==> config.mk <==
export PLATFORM = sky130hd
export DESIGN_NAME = ir_tx
export DESIGN_NICKNAME = d
export VERILOG_FILES = /design/src/rtl/ir_pkg.sv /design/src/rtl/ir_carrier_gen.sv /design/src/rtl/ir_tx.sv
export SDC_FILE = /design/constraint.sdc
export NUM_CORES = 1
export LEC_CHECK = 0
export CAP_MARGIN = 20
export CORE_MARGIN = 3
export CORE_UTILIZATION = 65
export DETAILED_ROUTE_END_ITERATION = 12
export HOLD_SLACK_MARGIN = 0.1
export PLACE_DENSITY = 0.85
export SYNTH_ARGS = -nofsm -noshare
export SYNTH_HDL_FRONTEND = slang
export SYNTH_HIERARCHICAL = 1
export SYNTH_SLANG_ARGS = --single-unit
==> constraint.sdc <==
create_clock -name clk27 -period 4.35 [get_ports clk27]
set_input_delay 0.6525 -clock clk27 [delete_from_list [all_inputs] [get_ports clk27]]
set_output_delay 0.6525 -clock clk27 [all_outputs]
set_load 0.03 [all_outputs]
==> src/rtl/ir_pkg.sv <==
// NEC IR protocol constants shared by the transmitter and receiver.
// Cycle counts assume a 27 MHz clock.
package ir_pkg;

  localparam int unsigned NEC_LEAD_MARK_CYC  = 243000;
  localparam int unsigned NEC_LEAD_SPACE_CYC = 121500;
  localparam int unsigned NEC_RPT_SPACE_CYC  = 60750;
  localparam int unsigned NEC_BIT_MARK_CYC   = 15188;
  localparam int unsigned NEC_ZERO_SPACE_CYC = 15188;
  localparam int unsigned NEC_ONE_SPACE_CYC  = 45563;
  localparam int unsigned NEC_FRAME_CYC      = 2916000;
  localparam int unsigned NEC_CARRIER_CYC    = 711;
  localparam int unsigned NEC_CARRIER_HI_CYC = 237;

  localparam int unsigned NEC_BITS  = 32;
  localparam int unsigned SEG_W     = 18;
  localparam int unsigned FRAME_W   = 22;
  localparam int unsigned BIT_IDX_W = 5;
  localparam int unsigned CARRIER_W = 10;

  // Over-the-air word: {addr, ~addr, cmd, ~cmd}, sent MSB first.
  function automatic logic [31:0] nec_word(input logic [15:0] code);
    return {code[15:8], ~code[15:8], code[7:0], ~code[7:0]};
  endfunction

endpackage

==> src/rtl/ir_carrier_gen.sv <==
// Carrier generator: high for the first CARRIER_HI_CYC cycles of each period while enabled.
// Dropping enable resets the phase so every mark starts on a fresh carrier period.
module ir_carrier_gen
  import ir_pkg::*;
#(
  parameter int unsigned CARRIER_CYC    = NEC_CARRIER_CYC,
  parameter int unsigned CARRIER_HI_CYC = NEC_CARRIER_HI_CYC
) (
  input  logic clk27,
  input  logic reset_n,
  input  logic enable,
  output logic carrier
);

  logic [CARRIER_W-1:0] r_cnt;

  always_ff @(posedge clk27 or negedge reset_n) begin
    if (!reset_n) begin
      r_cnt <= '0;
    end else if (!enable) begin
      r_cnt <= '0;
    end else if (r_cnt == CARRIER_W'(CARRIER_CYC - 1)) begin
      r_cnt <= '0;
    end else begin
      r_cnt <= r_cnt + CARRIER_W'(1);
    end
  end

  assign carrier = enable && (r_cnt < CARRIER_W'(CARRIER_HI_CYC));

endmodule

==> src/rtl/ir_tx.sv <==
// NEC IR transmitter: frame (lead, 32 bits, stop) then repeat codes while the key is held.
// ir_tx_n is the registered demodulated level; ir_led adds the carrier during marks.
module ir_tx
  import ir_pkg::*;
#(
  parameter int unsigned LEAD_MARK_CYC  = NEC_LEAD_MARK_CYC,
  parameter int unsigned LEAD_SPACE_CYC = NEC_LEAD_SPACE_CYC,
  parameter int unsigned RPT_SPACE_CYC  = NEC_RPT_SPACE_CYC,
  parameter int unsigned BIT_MARK_CYC   = NEC_BIT_MARK_CYC,
  parameter int unsigned ZERO_SPACE_CYC = NEC_ZERO_SPACE_CYC,
  parameter int unsigned ONE_SPACE_CYC  = NEC_ONE_SPACE_CYC,
  parameter int unsigned FRAME_CYC      = NEC_FRAME_CYC,
  parameter int unsigned CARRIER_CYC    = NEC_CARRIER_CYC,
  parameter int unsigned CARRIER_HI_CYC = NEC_CARRIER_HI_CYC
) (
  input  logic        clk27,
  input  logic        reset_n,
  input  logic [15:0] tx_code,
  input  logic        tx_start,
  input  logic        tx_hold,
  output logic        tx_busy,
  output logic        tx_done,
  output logic        ir_tx_n,
  output logic        ir_led
);

  typedef enum logic [3:0] {
    StIdle,
    StLeadMark,
    StLeadSpace,
    StBitMark,
    StBitSpace,
    StStopMark,
    StGap,
    StRptMark,
    StRptSpace,
    StRptStop
  } state_e;

  state_e               r_state;
  logic [31:0]          r_word;
  logic [SEG_W-1:0]     r_seg_cnt;
  logic [FRAME_W-1:0]   r_frame_cnt;
  logic [BIT_IDX_W-1:0] r_bit_idx;
  logic                 r_tx_busy;
  logic                 r_tx_done;
  logic                 r_ir_tx_n;

  logic                 w_cur_bit;
  logic [SEG_W-1:0]     w_seg_max;
  logic                 w_seg_last;
  logic                 w_frame_last;
  logic                 w_carrier;

  // Bit index counts up from 0 while bits go out word[31] first, so invert it.
  assign w_cur_bit = r_word[~r_bit_idx];

  always_comb begin
    w_seg_max = SEG_W'(BIT_MARK_CYC - 1);
    case (r_state)
      StLeadMark, StRptMark: w_seg_max = SEG_W'(LEAD_MARK_CYC - 1);
      StLeadSpace:           w_seg_max = SEG_W'(LEAD_SPACE_CYC - 1);
      StBitSpace:            w_seg_max = w_cur_bit ? SEG_W'(ONE_SPACE_CYC - 1)
                                                   : SEG_W'(ZERO_SPACE_CYC - 1);
      StRptSpace:            w_seg_max = SEG_W'(RPT_SPACE_CYC - 1);
      default:               ;
    endcase
  end

  assign w_seg_last   = (r_seg_cnt == w_seg_max);
  assign w_frame_last = (r_frame_cnt >= FRAME_W'(FRAME_CYC - 1));

  // Outputs are assigned on the same edge as the state they belong to.
  always_ff @(posedge clk27 or negedge reset_n) begin
    if (!reset_n) begin
      r_state     <= StIdle;
      r_word      <= '0;
      r_seg_cnt   <= '0;
      r_frame_cnt <= '0;
      r_bit_idx   <= '0;
      r_tx_busy   <= 1'b0;
      r_tx_done   <= 1'b0;
      r_ir_tx_n   <= 1'b1;
    end else begin
      r_tx_done <= 1'b0;
      if (r_state != StIdle) begin
        r_frame_cnt <= r_frame_cnt + FRAME_W'(1);
      end
      if (r_state != StIdle && r_state != StGap) begin
        r_seg_cnt <= w_seg_last ? '0 : r_seg_cnt + SEG_W'(1);
      end

      case (r_state)
        StIdle: begin
          if (tx_start) begin
            r_word      <= nec_word(tx_code);
            r_frame_cnt <= '0;
            r_seg_cnt   <= '0;
            r_bit_idx   <= '0;
            r_tx_busy   <= 1'b1;
            r_ir_tx_n   <= 1'b0;
            r_state     <= StLeadMark;
          end
        end
        StLeadMark: begin
          if (w_seg_last) begin
            r_ir_tx_n <= 1'b1;
            r_state   <= StLeadSpace;
          end
        end
        StLeadSpace: begin
          if (w_seg_last) begin
            r_ir_tx_n <= 1'b0;
            r_state   <= StBitMark;
          end
        end
        StBitMark: begin
          if (w_seg_last) begin
            r_ir_tx_n <= 1'b1;
            r_state   <= StBitSpace;
          end
        end
        StBitSpace: begin
          if (w_seg_last) begin
            r_ir_tx_n <= 1'b0;
            if (r_bit_idx == BIT_IDX_W'(NEC_BITS - 1)) begin
              r_bit_idx <= '0;
              r_state   <= StStopMark;
            end else begin
              r_bit_idx <= r_bit_idx + BIT_IDX_W'(1);
              r_state   <= StBitMark;
            end
          end
        end
        StStopMark: begin
          if (w_seg_last) begin
            r_ir_tx_n <= 1'b1;
            r_state   <= StGap;
          end
        end
        StGap: begin
          if (w_frame_last) begin
            r_frame_cnt <= '0;
            if (tx_hold) begin
              r_ir_tx_n <= 1'b0;
              r_state   <= StRptMark;
            end else begin
              r_tx_busy <= 1'b0;
              r_tx_done <= 1'b1;
              r_state   <= StIdle;
            end
          end
        end
        StRptMark: begin
          if (w_seg_last) begin
            r_ir_tx_n <= 1'b1;
            r_state   <= StRptSpace;
          end
        end
        StRptSpace: begin
          if (w_seg_last) begin
            r_ir_tx_n <= 1'b0;
            r_state   <= StRptStop;
          end
        end
        StRptStop: begin
          if (w_seg_last) begin
            r_ir_tx_n <= 1'b1;
            r_state   <= StGap;
          end
        end
        default: r_state <= StIdle;
      endcase
    end
  end

  ir_carrier_gen #(
    .CARRIER_CYC    (CARRIER_CYC),
    .CARRIER_HI_CYC (CARRIER_HI_CYC)
  ) u_carrier (
    .clk27   (clk27),
    .reset_n (reset_n),
    .enable  (~r_ir_tx_n),
    .carrier (w_carrier)
  );

  assign tx_busy = r_tx_busy;
  assign tx_done = r_tx_done;
  assign ir_tx_n = r_ir_tx_n;
  assign ir_led  = w_carrier;

endmodule
Word level (Yosys, flattened, before mapping) --
Cells that the tools add are included.
Word-level totals: RAM bits 0, bits in latches 0, input port bits 20, memories kept 0, output and inout port bits 4, word-level logic and storage cells 105, register bits after elaboration 94, ROM bits 0
Operators by class: bitwise operators 4, div/mod/pow operators 0, magnitude comparators 3, reduce and logical (&&, ||, !) cells 16, shift-type cells 0, multiplexer cells 43, multipliers 0, $add $sub $neg 4, equality and inequality tests 26
Operators with widths (count):
- two-way mux 18 bit | 4
- case mux 18 bit (4 select lines) | 1
- two-way mux 22 bit | 3
- case mux 22 bit (2 select lines) | 1
- two-way mux 4 bit | 9
- case mux 4 bit (9 select lines) | 1
- adder 22 x 1 -> 22 bit, second input constant | 1
- greater-or-equal comparator 22 bit, second input constant | 1
- two-way mux 10 bit | 2
- != test 2 bit, second input constant | 10
- adder 18 x 1 -> 18 bit, second input constant | 1
- equality test 18 bit | 1
- equality test 4 x 3 -> 1 bit, second input constant | 4
- two-way mux 16 bit | 1
- inverter 8 bit | 2
- two-way mux 5 bit | 3
- two-way mux 1 bit | 12
- adder 10 x 1 -> 10 bit, second input constant | 1
- equality test 10 bit, second input constant | 1
- < comparator 10 x 8 -> 1 bit, second input constant | 1
- case mux 5 bit (2 select lines) | 1
- AND reduction 9 bit | 1
- equality test 4 x 2 -> 1 bit, second input constant | 2
- equality test 4 bit, second input constant | 2
- other kinds (23) | 30

Logic depth before layout (Yosys ltp) --
depth after elaboration 10, gate-level depth with buffers 11, mapped depth without buffers 11

Modules after synthesis --
The synthesis kept the hierarchy.
By module, submodules not included:
- ir_tx | area an instance 4842.1 µm², sequential area each 2103.3 µm², times used 1, cells an instance 561
- ir_carrier_gen | area an instance 571.8 µm², sequential area each 250.2 µm², times used 1, cells an instance 59

Least setup slack after synthesis --
Ideal clock, no wire load.
path kind register to register, start reg r_bit_idx[1], end reg r_state[2], path buffers 3, data required time 4.281 ns, slack 1.717 ns, cell stages (with the launch flop) 12, period minus slack after synthesis 2.633 ns, arrival 2.563 ns, setup time 0.069 ns, cells stage by stage dfrtp_1 > buf_6 > buf_6 > mux2i_1 > a22oi_1 > nand3_1 > nand4_1 > a2111oi_2 > o211ai_1 > buf_6 > or4b_1 > nand3_1
Between the ends: cells in the longest elaborated chain, start to end 8, elaborated cells between the ends (all ways) 18, classes of those cells eq/ne (9); mux (7); bitwise (1); reduce/logical (1)
RTL lines:
- start, declared | RTL line ir_tx.sv:44 | logic [BIT_IDX_W-1:0] r_bit_idx;
- start signal, assigned | RTL line ir_tx.sv:130 | r_bit_idx <= r_bit_idx + BIT_IDX_W'(1);
- inverter 5 bit | RTL line ir_tx.sv:56 | assign w_cur_bit = r_word[~r_bit_idx];
- binary-select mux 1 bit (select 5 bit) | RTL line ir_tx.sv:56
- two-way mux 1 bit (implied by the code) | RTL line ir_tx.sv:56
- two-way mux 16 bit | RTL line ir_tx.sv:63 | StBitSpace: w_seg_max = w_cur_bit ? SEG_W'(ONE_SPACE_CYC - 1)
- case mux 18 bit (4 select lines) | RTL line ir_tx.sv:60 | case (r_state)
- equality test 18 bit | RTL line ir_tx.sv:70 | assign w_seg_last = (r_seg_cnt == w_seg_max);
- != test 2 bit (no line) / != test 2 x 1 -> 1 bit (equally long branches)
- AND reduction 9 bit (no line)
- end signal, assigned | RTL line ir_tx.sv:76 | r_state <= StIdle;
- end signal, assigned | RTL line ir_tx.sv:102 | r_state <= StLeadMark;
- end signal, assigned | RTL line ir_tx.sv:108 | r_state <= StLeadSpace;
- end, declared | RTL line ir_tx.sv:40 | state_e r_state;
Several ways; a longest one is shown, not always the timed one. The select of a mux whose other input is x is not followed. A chain may end at the register's enable or synchronous reset.

Worst setup path after layout --
start reg r_bit_idx[1], end reg r_seg_cnt[17]
Between the ends: cells in the longest elaborated chain, start to end 10
RTL lines:
- inverter 5 bit * | RTL line ir_tx.sv:56
- binary-select mux 1 bit (select 5 bit) * | RTL line ir_tx.sv:56
- two-way mux 1 bit (implied by the code) * | RTL line ir_tx.sv:56
- two-way mux 16 bit * | RTL line ir_tx.sv:63
- case mux 18 bit (4 select lines) * | RTL line ir_tx.sv:60
- equality test 18 bit * | RTL line ir_tx.sv:70
- two-way mux 18 bit * | RTL line ir_tx.sv:90 | r_seg_cnt <= w_seg_last ? '0 : r_seg_cnt + SEG_W'(1);
- two-way mux 18 bit * | RTL line ir_tx.sv:89 | if (r_state != StIdle && r_state != StGap) begin
- two-way mux 18 bit | RTL line ir_tx.sv:95 | if (tx_start) begin
- two-way mux 18 bit * | RTL line ir_tx.sv:93 | case (r_state)
- end signal, assigned | RTL line ir_tx.sv:90
- end, declared | RTL line ir_tx.sv:42 | logic [SEG_W-1:0] r_seg_cnt;
Every way passes the cells marked *; elsewhere a longest branch is shown, timed or not. The select of a mux whose other input is x is not followed.

==> summary by stage <==
Global routing
In the global route stage, overall resource usage came out at 26.2%. The initial antenna violation count is 0. For this run the aggregate overflow at the end of global routing stands at 0. The number of global-route vias before repair came to approximately 4.5k. The wire length of the first global-routing pass is roughly 21000 um.

Entering global routing, the biggest net connects 58 pins.

Critical path
The category of the worst setup path launch point is a flop. The worst reg-to-reg setup slack is 680 ps. In this run the critical register-to-register path is captured at r_seg_cnt[17]. The origin of the critical flop-to-flop path is r_bit_idx[1]. The count of cells along the worst register-to-register path is 10. In this run the worst setup path begins at r_bit_idx[1]. The critical path class is reg -> reg. The worst endpoint data arrival time is approximately 3900 ps. For the worst setup path, the data required time is 4560 ps. Along the worst path, the maximum fanout reaches 14. The endpoint class of the critical path is a flop.

Yosys
The total of warnings raised by yosys is 6. The mean post-synth cell area is roughly 8.7 sq um. The number of distinct standard cells referenced by the synthesized netlist is 65.

In this run the cell area of the synthesized design comes to around 5400 sq um. Sorting the synthesized cells by area gives the leading types as sky130_fd_sc_hd__dfrtp_1, sky130_fd_sc_hd__nand2_1, sky130_fd_sc_hd__mux2i_1. In the synthesized netlist, the number of instances is 620.

The register bit count reported by yosys is 94. For this run, the register share of the synthesized area comes to a little over two fifths. Counting instances in the post-synthesis netlist gives the leading cell types as sky130_fd_sc_hd__nand2_1, sky130_fd_sc_hd__dfrtp_1, sky130_fd_sc_hd__nor2_1.

The number of synthesized flops with an enable pin is 0. Synthesis produced a netlist with a net count of about 650. The library cell with the highest instance count after synthesis is sky130_fd_sc_hd__nand2_1.

After synthesis, the largest area contributor takes up a little over two fifths of total cell area. The most used flip-flop cell after synthesis is sky130_fd_sc_hd__dfrtp_1. The share of synthesized registers carrying an async set or reset is 100%. The leading area contributor after synthesis is sky130_fd_sc_hd__dfrtp_1.

Timing
The final count of hold timing violations is 0. Setup violations remaining at the end of the flow were counted as 0. The maximum frequency from static timing analysis is 0.273 GHz. Headroom to the max-slew limit came out at about a third. Setup total negative slack on the finished layout was measured at 0 ps. The total count of max-transition violations in the final report is 0. The transition time at the pin with the least slew margin is slightly below 1000 ps. Counting I/O delays and the setup requirement, the final critical path takes 3670 ps. Setup repair after global routing left no endpoint under its margin. The portion of the clock cycle consumed by the worst path in the final layout is about 84%. Clock skew on the completed layout was measured at ~15 ps. The tightest hold path in the finished design has a slack of around 270 ps.

Drt
The first routing iteration left 319 violations. In the routed design, unresolved DRC markers number 0. The average vias per placed instance is around 6.3. After detailed routing, the total wire length is ~12000 um. The post-detailed-route wirelength per cell is 16.5 um. The detail route stage leaves a number of antenna-violating nets equal to 0.

The vias after detailed routing is 4643. The number of detailed-route iterations in the first pass is 5.

Placement
At the end of routability-driven placement, the weighted congestion stood at 0.881. The port buffer count is 23. The half-perimeter wire length of the detailed placement result is approximately 8300 um. Once placement finished, the instance area stood at approximately 5700 sq um.

Die
The horizontal die dimension is 97.3 um. The total die area is between 9000 and 10000 sq um. The initialized floorplan defines 32 standard-cell rows.

The effective utilization at floorplan is 68.6%. The die is ~97 um tall. The floorplan core area is between 7000 and 8000 sq um. The top-level port count is 24.

Layout
The final net count is between 600 and 700. The final antenna diode count is 0. The synthesis-to-layout area growth is 8.57%. The proportion of layout cells with a drive suffix above 1 is under 10%. The final cell utilization of the core is approximately three quarters. The final standard cell area without fillers is roughly 5900 sq um.

Power
The total power consumption of the routed design is about 1.5 mW. The power density relative to cell area is about 260 nW/um^2. In this run the static leakage power is 2.46 nW. VDD sags by at most between 200 and 250 uV.

CTS
The H-tree was split into 3 levels. Gates resized during post-CTS repair numbered 0. Clock-pin slew was measured on the worst setup and hold paths at approximately 100 ps.

The number of buffers on the longest clock path is 2. Clock latency on the worst-skew pair, taken at its later pin, is 370 ps. Clock tree synthesis inserted a total of 9 buffers. After clock tree synthesis, the flow added hold-fix buffers numbering 0. In this run the post-CTS setup repair buffer count came out at 0. The number of sinks driven by the clock tree is between 90 and 100.

The CTS tree is built. The tree is rooted in a sky130_fd_sc_hd__clkbuf_8.

Run
The max-capacitance violation count is 0.

Hold path
The class of the worst hold path is in -> async.

Outcome
The flow ran to the end, and the final reports show no timing, DRC or antenna violations.
-- registers in the layout, indices dropped and copies added (netlist names) --
name and count:
r_frame_cnt 22, tx_busy 1, u_carrier/r_cnt 10, r_word 32, tx_done 1, ir_tx_n 1, r_bit_idx 5, r_seg_cnt 18
r_state 4
-- cell type report --
type / instances / area, sq um
multi-input combinational: 482 / 2860
sequential: 94 / 2350
fill: 577 / 2010
timing repair buffer: 31 / 295
tap: 102 / 128
clock buffer: 9 / 124
clock inverter: 7 / 71.3
inverter: 13 / 48.8
-- logic make-up after synthesis --
family / count (synthesis) / synth area share (%)
xor+xnor: 25 / 4.04
fa+ha+maj: 7 / 1.62
simple gates: 289 / 26.0
compound gates: 139 / 16.9
mux: 22 / 4.09
flops: 94 / 43.5
buf+inv: 44 / 3.88
-- cell usage in the layout, fill, tap and decap left out, types with 4 or more instances in the layout --
master and instances:
sky130_fd_sc_hd__nand2_1 107, sky130_fd_sc_hd__clkdlybuf4s50_1 22, sky130_fd_sc_hd__buf_4 8, sky130_fd_sc_hd__and3_1 11, sky130_fd_sc_hd__o31ai_1 12, sky130_fd_sc_hd__clkbuf_8 9, sky130_fd_sc_hd__nor2_1 54, sky130_fd_sc_hd__inv_1 12
sky130_fd_sc_hd__dfrtp_1 93, sky130_fd_sc_hd__or2_2 4, sky130_fd_sc_hd__xnor2_1 13, sky130_fd_sc_hd__xor2_1 12, sky130_fd_sc_hd__o21ai_0 40, sky130_fd_sc_hd__o21a_1 8, sky130_fd_sc_hd__a31oi_1 12, sky130_fd_sc_hd__nor2b_1 4
sky130_fd_sc_hd__mux2i_1 21, sky130_fd_sc_hd__nand3_1 30, sky130_fd_sc_hd__nand2b_1 5, sky130_fd_sc_hd__ha_1 7, sky130_fd_sc_hd__nor3_1 25, sky130_fd_sc_hd__nor4_1 5, sky130_fd_sc_hd__a22oi_1 5, sky130_fd_sc_hd__nand4_1 12
sky130_fd_sc_hd__a21oi_1 28, sky130_fd_sc_hd__nand3b_1 6, sky130_fd_sc_hd__and2_1 4, sky130_fd_sc_hd__o41ai_1 4
-- per-layer routing --
metal	up-vias	part of all wire, %	routed length [um]	track usage (%)
li1	2235	-	-	-
met1	2248	44	5340	34.4
met2	142	50	6150	43.3
met3	18	4.4	533	5.81
met4	0	1.3	160	8.41
met5	-	0	0	0
-- worst max path at each step --
stage,to,slack [ps]
final,r_seg_cnt[17],680
after global placement,r_seg_cnt[14],950
after floorplan,r_state[2],1720
after detailed placement,r_seg_cnt[17],710
after global routing,r_seg_cnt[17],410
after CTS,r_seg_cnt[17],660
-- report_power, final --
part / internal (mW) / switching (mW) / total [mW]
combinational: 0.0165 / 0.0218 / 0.0383
sequential: 0.874 / 0.000267 / 0.874
clock: 0.268 / 0.335 / 0.604
total: 1.16 / 0.358 / 1.52
-- worst max-delay path: stages, from the launching register on --
cell and delay, ps:
sky130_fd_sc_hd__dfrtp_1 770, sky130_fd_sc_hd__buf_4 290, sky130_fd_sc_hd__mux2i_1 230, sky130_fd_sc_hd__a22oi_1 90
sky130_fd_sc_hd__nand3_1 100, sky130_fd_sc_hd__nand4_1 270, sky130_fd_sc_hd__a2111oi_2 520, sky130_fd_sc_hd__o211ai_1 460
sky130_fd_sc_hd__nor3_2 450, sky130_fd_sc_hd__buf_4 260, sky130_fd_sc_hd__nor3_1 80
-- metrics by stage --
stage	instances	setup slack (ps)
floorplan	620	1720
global placement	721	954
detailed placement	721	706
CTS	737	664
global route	738	412
finish	738	683
Note: power is estimated with default switching activity, not from simulation.
